<file path="src/rtl/fpu_issue_stage.sv">
// Issue stage in front of the FPU: queues decoded RV32F ops, issues one at a time, emits a writeback record.
// Optional watchdog on the WAIT state is enabled with `define FPU_ISSUE_TIMEOUT_EN.
module fpu_issue_stage #(
  parameter int DEPTH   = 2,
  parameter int TIMEOUT = 64
) (
  input  logic        g_clk,
  input  logic        g_rst,
  input  logic        in_valid,
  output logic        in_ready,
  input  logic [4:0]  in_sel,
  input  logic [31:0] in_a,
  input  logic [31:0] in_b,
  input  logic [31:0] in_c,
  input  logic [4:0]  in_rd,
  output logic [31:0] fpu_a,
  output logic [31:0] fpu_b,
  output logic [31:0] fpu_c,
  output logic [4:0]  fpu_sel,
  output logic        fpu_start,
  input  logic        fpu_done,
  input  logic [31:0] fpu_res,
  output logic        wb_valid,
  output logic [4:0]  wb_rd,
  output logic [31:0] wb_data,
  output logic        busy,
  output logic        err_timeout
);

  localparam int          AW       = $clog2(DEPTH);
  localparam int          PW       = AW + 1;
  localparam logic [31:0] QNAN     = 32'h7fc00000;
  localparam logic [4:0]  SEL_IDLE = 5'b11111;

  if ((DEPTH < 2) || ((DEPTH & (DEPTH - 1)) != 0) || (TIMEOUT < 1)) begin : g_bad_params
    $error("fpu_issue_stage: DEPTH must be a power of 2 >= 2 and TIMEOUT >= 1");
  end

  typedef enum logic [1:0] {S_IDLE, S_ISSUE, S_WAIT, S_WB} state_t;

  state_t        state_q, state_d;
  logic [PW-1:0] wr_ptr_q, wr_ptr_d, rd_ptr_q, rd_ptr_d;
  logic [4:0]    op_sel_q, op_sel_d, op_rd_q, op_rd_d;
  logic [31:0]   op_a_q, op_a_d, op_b_q, op_b_d, op_c_q, op_c_d;
  logic [4:0]    wb_rd_q, wb_rd_d;
  logic [31:0]   wb_data_q, wb_data_d;

  logic [4:0]    sel_mem [DEPTH];
  logic [4:0]    rd_mem  [DEPTH];
  logic [31:0]   a_mem   [DEPTH];
  logic [31:0]   b_mem   [DEPTH];
  logic [31:0]   c_mem   [DEPTH];

  logic          empty, full, push, pop;
  logic [AW-1:0] wr_idx, head_idx;

`ifdef FPU_ISSUE_TIMEOUT_EN
  localparam int CW = $clog2(TIMEOUT + 1);
  logic [CW-1:0] tmo_cnt_q, tmo_cnt_d;
  logic          err_q, err_d;
`endif

  function automatic logic is_illegal(input logic [4:0] sel);
    return (sel == 5'b00100) || (sel[4:3] == 2'b11);
  endfunction

  // Pointers carry one extra wrap bit so full and empty are distinguishable.
  assign wr_idx   = wr_ptr_q[AW-1:0];
  assign head_idx = rd_ptr_q[AW-1:0];
  assign empty    = (wr_ptr_q == rd_ptr_q);
  assign full     = (wr_ptr_q[PW-1] != rd_ptr_q[PW-1]) && (wr_idx == head_idx);
  assign pop      = (state_q == S_IDLE) && !empty;
  // A pop frees a slot this cycle, so a full FIFO still accepts while IDLE.
  assign in_ready = !full || pop;
  assign push     = in_valid && in_ready;

  always_ff @(posedge g_clk) begin
    if (push) begin
      sel_mem[wr_idx] <= in_sel;
      rd_mem[wr_idx]  <= in_rd;
      a_mem[wr_idx]   <= in_a;
      b_mem[wr_idx]   <= in_b;
      c_mem[wr_idx]   <= in_c;
    end
  end

  always_comb begin
    state_d   = state_q;
    wr_ptr_d  = push ? wr_ptr_q + PW'(1) : wr_ptr_q;
    rd_ptr_d  = pop  ? rd_ptr_q + PW'(1) : rd_ptr_q;
    op_sel_d  = op_sel_q;
    op_rd_d   = op_rd_q;
    op_a_d    = op_a_q;
    op_b_d    = op_b_q;
    op_c_d    = op_c_q;
    wb_rd_d   = wb_rd_q;
    wb_data_d = wb_data_q;
`ifdef FPU_ISSUE_TIMEOUT_EN
    tmo_cnt_d = tmo_cnt_q;
    err_d     = err_q;
`endif
    case (state_q)
      S_IDLE: begin
        if (pop) begin
          op_sel_d = sel_mem[head_idx];
          op_rd_d  = rd_mem[head_idx];
          op_a_d   = a_mem[head_idx];
          op_b_d   = b_mem[head_idx];
          op_c_d   = c_mem[head_idx];
          if (is_illegal(sel_mem[head_idx])) begin
            state_d   = S_WB;
            wb_rd_d   = rd_mem[head_idx];
            wb_data_d = QNAN;
          end else begin
            state_d = S_ISSUE;
          end
        end
      end
      S_ISSUE: begin
        state_d = S_WAIT;
`ifdef FPU_ISSUE_TIMEOUT_EN
        tmo_cnt_d = '0;
`endif
      end
      S_WAIT: begin
        if (fpu_done) begin
          state_d   = S_WB;
          wb_rd_d   = op_rd_q;
          wb_data_d = fpu_res;
        end
`ifdef FPU_ISSUE_TIMEOUT_EN
        else if (tmo_cnt_q == CW'(TIMEOUT - 1)) begin
          state_d   = S_WB;
          wb_rd_d   = op_rd_q;
          wb_data_d = QNAN;
          err_d     = 1'b1;
        end else if (tmo_cnt_q != {CW{1'b1}}) begin
          tmo_cnt_d = tmo_cnt_q + CW'(1);
        end
`endif
      end
      S_WB:    state_d = S_IDLE;
      default: state_d = S_IDLE;
    endcase
  end

  always_ff @(posedge g_clk or posedge g_rst) begin
    if (g_rst) begin
      state_q   <= S_IDLE;
      wr_ptr_q  <= '0;
      rd_ptr_q  <= '0;
      op_sel_q  <= '0;
      op_rd_q   <= '0;
      op_a_q    <= '0;
      op_b_q    <= '0;
      op_c_q    <= '0;
      wb_rd_q   <= '0;
      wb_data_q <= '0;
    end else begin
      state_q   <= state_d;
      wr_ptr_q  <= wr_ptr_d;
      rd_ptr_q  <= rd_ptr_d;
      op_sel_q  <= op_sel_d;
      op_rd_q   <= op_rd_d;
      op_a_q    <= op_a_d;
      op_b_q    <= op_b_d;
      op_c_q    <= op_c_d;
      wb_rd_q   <= wb_rd_d;
      wb_data_q <= wb_data_d;
    end
  end

`ifdef FPU_ISSUE_TIMEOUT_EN
  always_ff @(posedge g_clk or posedge g_rst) begin
    if (g_rst) begin
      tmo_cnt_q <= '0;
      err_q     <= 1'b0;
    end else begin
      tmo_cnt_q <= tmo_cnt_d;
      err_q     <= err_d;
    end
  end
  assign err_timeout = err_q;
`else
  assign err_timeout = 1'b0;
`endif

  assign fpu_start = (state_q == S_ISSUE);
  assign fpu_sel   = ((state_q == S_ISSUE) || (state_q == S_WAIT)) ? op_sel_q : SEL_IDLE;
  assign fpu_a     = op_a_q;
  assign fpu_b     = op_b_q;
  assign fpu_c     = op_c_q;
  assign wb_valid  = (state_q == S_WB);
  assign wb_rd     = wb_rd_q;
  assign wb_data   = wb_data_q;
  assign busy      = !empty || (state_q != S_IDLE);

endmodule

</file>
<file path="config.mk">
export PLATFORM = sky130hd
export DESIGN_NAME = fpu_issue_stage
export DESIGN_NICKNAME = d
export VERILOG_FILES = /design/src/rtl/fpu_issue_stage.sv
export SDC_FILE = /design/constraint.sdc
export NUM_CORES = 1
export LEC_CHECK = 0
export ABC_CLOCK_PERIOD_IN_PS = 6170
export BUFFER_PORTS_ARGS = -buffer_cell sky130_fd_sc_hd__buf_2
export CAP_MARGIN = 20
export CORE_MARGIN = 10
export CORE_UTILIZATION = 49
export CTS_CLUSTER_SIZE = 20
export DETAILED_ROUTE_END_ITERATION = 10
export PLACE_DENSITY = 0.76
export SLEW_MARGIN = 20
export SYNTH_ARGS = -nofsm -noshare
export SYNTH_HDL_FRONTEND = slang
export SYNTH_SLANG_ARGS = --single-unit
</file>
<file path="constraint.sdc">
create_clock -name g_clk -period 6.17 [get_ports g_clk]
set_input_delay 0.617 -clock g_clk [delete_from_list [all_inputs] [get_ports g_clk]]
set_output_delay 0.617 -clock g_clk [all_outputs]
set_load 0.02 [all_outputs]
</file>
==> flow_metrics.py <==
metrics = {
    "global_routing": {
        "grt_pass1_vias": 8128,
        "gr-total-overflow": 0,
        "grt_pass1_wl_mm": 44.2,
        "grt_usage_pct": 16.4,
        "antenna_found_initial": 7,
        "grt_max_degree": 215,
    },
    "worst_setup_path": {
        "reg2reg_from": "rd_ptr_q[0]$_DFFE_PP0P_",
        "crit_type": "flip-flop to flip-flop",
        "critical_path.max_fanout": 69,
        "crit_arrival_ns": 3.35,
        "rr_worst_depth": 6,
        "setup.worst_path.end_class": "flip-flop",
        "r2r_slack_ns": 2.97,
        "start_kind": "flip-flop",
        "r2r_end": "rd_mem[0][1]$_DFFE_PP_",
        "crit_start": "rd_ptr_q[0]$_DFFE_PP0P_",
        "cp_data_required_time_ns": 6.32,
    },
    "timing": {
        "fin_crit_ns": 3.20,
        "rsz0062_at_grt": "no",
        "finalSetupViolCount": 0,
        "finalHoldViolCount": 0,
        "fin_crit_sh_pct": 51.8,
        "drv_slew": 0,
        "whs_ns": 0.269,
        "fin_tns_setup_ns": 0,
        "max_clock_freq_ghz": 0.313,
        "slew_headroom_pct": 25.1,
        "clock_skew_ns": 0.0191,
        "worstMarginPinSlew_ns": 1.12,
    },
    "drt": {
        "topRoutingLayerUsed": "met5",
        "route.met3.wl_mm": 2.33,
        "wl_mm": 28.9,
        "drtIter0Drc": 404,
        "avgRoutedWirePerCell_um": 18.9,
        "dr_wl_met2_mm": 14.3,
        "final_antenna_net_count": 0,
        "drt-met1-wl_mm": 11.6,
        "drc": 0,
        "drt-pass1-iter-count": 4,
        "via_count": 7682,
        "viasPerCell": 5.02,
    },
    "clock_network": {
        "hold_buffers": 0,
        "cts_buffer_depth": 3,
        "post-cts-setup-buffers": 0,
        "clkTransAtPathRegs_ns": 0.06,
        "clk_latency_ns": 0.52,
        "cts_resized": 0,
        "h-tree-depth": 2,
        "cts_sinks": 361,
        "cts_made_buffers": 38,
        "cts_tree": "done",
        "cts-root-buf": "clkbuf_16",
    },
    "power": {
        "power_frac_clock_pct": 23.5,
        "powerDensity_mw_per_mm2": 575,
        "internal_power_mw": 6.00,
        "leakagePower_nw": 7.21,
        "p_seq_share_pct": 42.2,
        "power_frac_comb_pct": 34.3,
        "power.switching_mw": 3.39,
        "swShare_pct": 36.1,
        "ir_drop_v": 0.000417,
    },
    "logic_synthesis": {
        "synth_area_mm2": 0.0133,
        "ys_warn_count": 0,
        "syn-num-nets": 1015,
        "avgSynthCellArea_um2": 15.3,
        "synth_cells": 868,
        "synth_cell_types": 31,
        "yosysSeqAreaShare_pct": 76.1,
        "ys_seq_elements": 361,
    },
    "status": {
        "outcome": "completed",
    },
    "die": {
        "num_io_pins": 285,
        "core_area_mm2": 0.0268,
        "die_w_um": 185,
        "die_y_um": 185,
        "start_util_pct": 49.5,
        "row_count": 60,
        "die_area_mm2": 0.0341,
    },
    "place": {
        "gp_congestion": 0.804,
        "port_buffers": 283,
        "place_hpwl_mm": 19.1,
    },
    "cells_and_area": {
        "area_delta_synth_final_pct": 23.0,
        "drive_above_1_share_pct": 30.8,
        "multi_input_area_mm2": 0.00289,
        "ff_latch_area_mm2": 0.0101,
        "fillerInstances": 2037,
        "nNetsFinal": 1302,
    },
    "run": {
        "drv_cap": 0,
    },
    "min_path": {
        "min_path_type": "input port to asynchronous set/reset pin",
    },
}
[metal layers]
metal  vias up  track usage [%]
met2       242             28.0
li1       3674                -
met5         -                0
met3        53             5.20
met1      3705             19.7
met4         8             4.56
[cells in the mapped netlist, drive strengths merged]
master,n,area share [%]
xor2,4,0.26
o21ai,112,4.2
a31oi,1,0.047
and3,1,0.047
a311o,1,0.075
inv,30,0.85
nor2,3,0.085
o211ai,1,0.057
nor4b,1,0.066
nand2b,14,0.66
nand3b,1,0.057
clkbuf,35,0.99
a21oi,1,0.038
o32a,1,0.075
xnor2,2,0.13
nand2,135,3.8
ha,5,0.47
conb,1,0.028
edfxtp,212,48
or2,1,0.047
mux2,15,1.5
nor3,1,0.038
dfrtp,149,28
mux2i,130,9.8
nor4bb,1,0.075
buf,10,0.50
[state kept, by name (all words and copies together) (netlist names), 5 cells and up]
signal / count
a_mem: 64
wb_data: 32
c_mem: 64
b_mem: 64
op_sel_q: 5
rd_mem: 10
wb_rd: 5
sel_mem: 10
fpu_c: 32
fpu_a: 32
op_rd_q: 5
fpu_b: 32
[worst max-delay path: stages, from the launching register on]
cell and delay [ns]:
dfrtp_4 0.81, xor2_1 0.39, nand3b_1 0.22, nand2_1 0.14
nor2_4 0.60, buf_16 0.24, buf_12 0.35
[layout make-up]
class	instances	share of cell area (%)
tap	341	2.61
sequential	361	61.9
timing repair buffer	292	9.49
antenna	4	0.0613
clock buffer	56	6.49
multi-input combinational	432	17.7
inverter	30	0.721
clock inverter	14	1.06
[worst max-delay path by stage]
stage / to / cells past startpoint
6_report: rd_mem[0][1]$_DFFE_PP_ / 6
5_1_grt: rd_mem[0][3]$_DFFE_PP_ / 6
4_1_cts: a_mem[1][18]$_DFFE_PP_ / 4
3_5_place_dp: b_mem[1][10]$_DFFE_PP_ / 4
3_3_place_gp: sel_mem[1][0]$_DFFE_PP_ / 4
2_1_floorplan: a_mem[0][0]$_DFFE_PP_ / 6
[power groups by stage]
stage / registers [mW] / clock network [mW] / logic, mW
floorplan: 4.44 / 0 / 1.76
global placement: 3.97 / 0 / 3.16
detailed placement: 4.01 / 0 / 3.28
CTS: 3.97 / 2.26 / 3.28
global route: 4.05 / 2.36 / 3.55
finish: 3.96 / 2.21 / 3.23
[kinds of logic after synthesis]
family                     share of synthesized area, %
adders and majority gates                         0.471
buffers and inverters                              2.34
AOI/OAI and AO/OA                                  4.52
and+or+nand+nor                                    4.89
muxes                                              11.3
other                                            0.0283
xor gates and xnor gates                          0.396
DFF                                                76.1
[layout by cell type (no fill, tap or decap), drive strengths merged, types with 2 or more instances in the layout]
master,count
buf,292
bufinv,3
clkbuf,56
clkinv,9
dfrtp,149
diode,4
edfxtp,212
ha,5
inv,31
mux2,15
mux2i,130
nand2,135
nand2b,14
nor2,3
o21ai,112
xnor2,2
xor2,4
[through the flow]
step           cells  power [mW]  utilization, %  area, um^2  worst slack (ns)
2_1_floorplan    868        6.20               -       13300            0.0891
3_3_place_gp    1454        7.13            56.1       15000              2.83
3_5_place_dp    1455        7.29            56.2       15100              2.79
4_1_cts         1525        9.52            60.8       16300              2.74
5_1_grt         1526        9.97            60.9       16300              2.77
6_report        1530        9.39            60.9       16300              2.97
(Power assumes the default switching activity.)
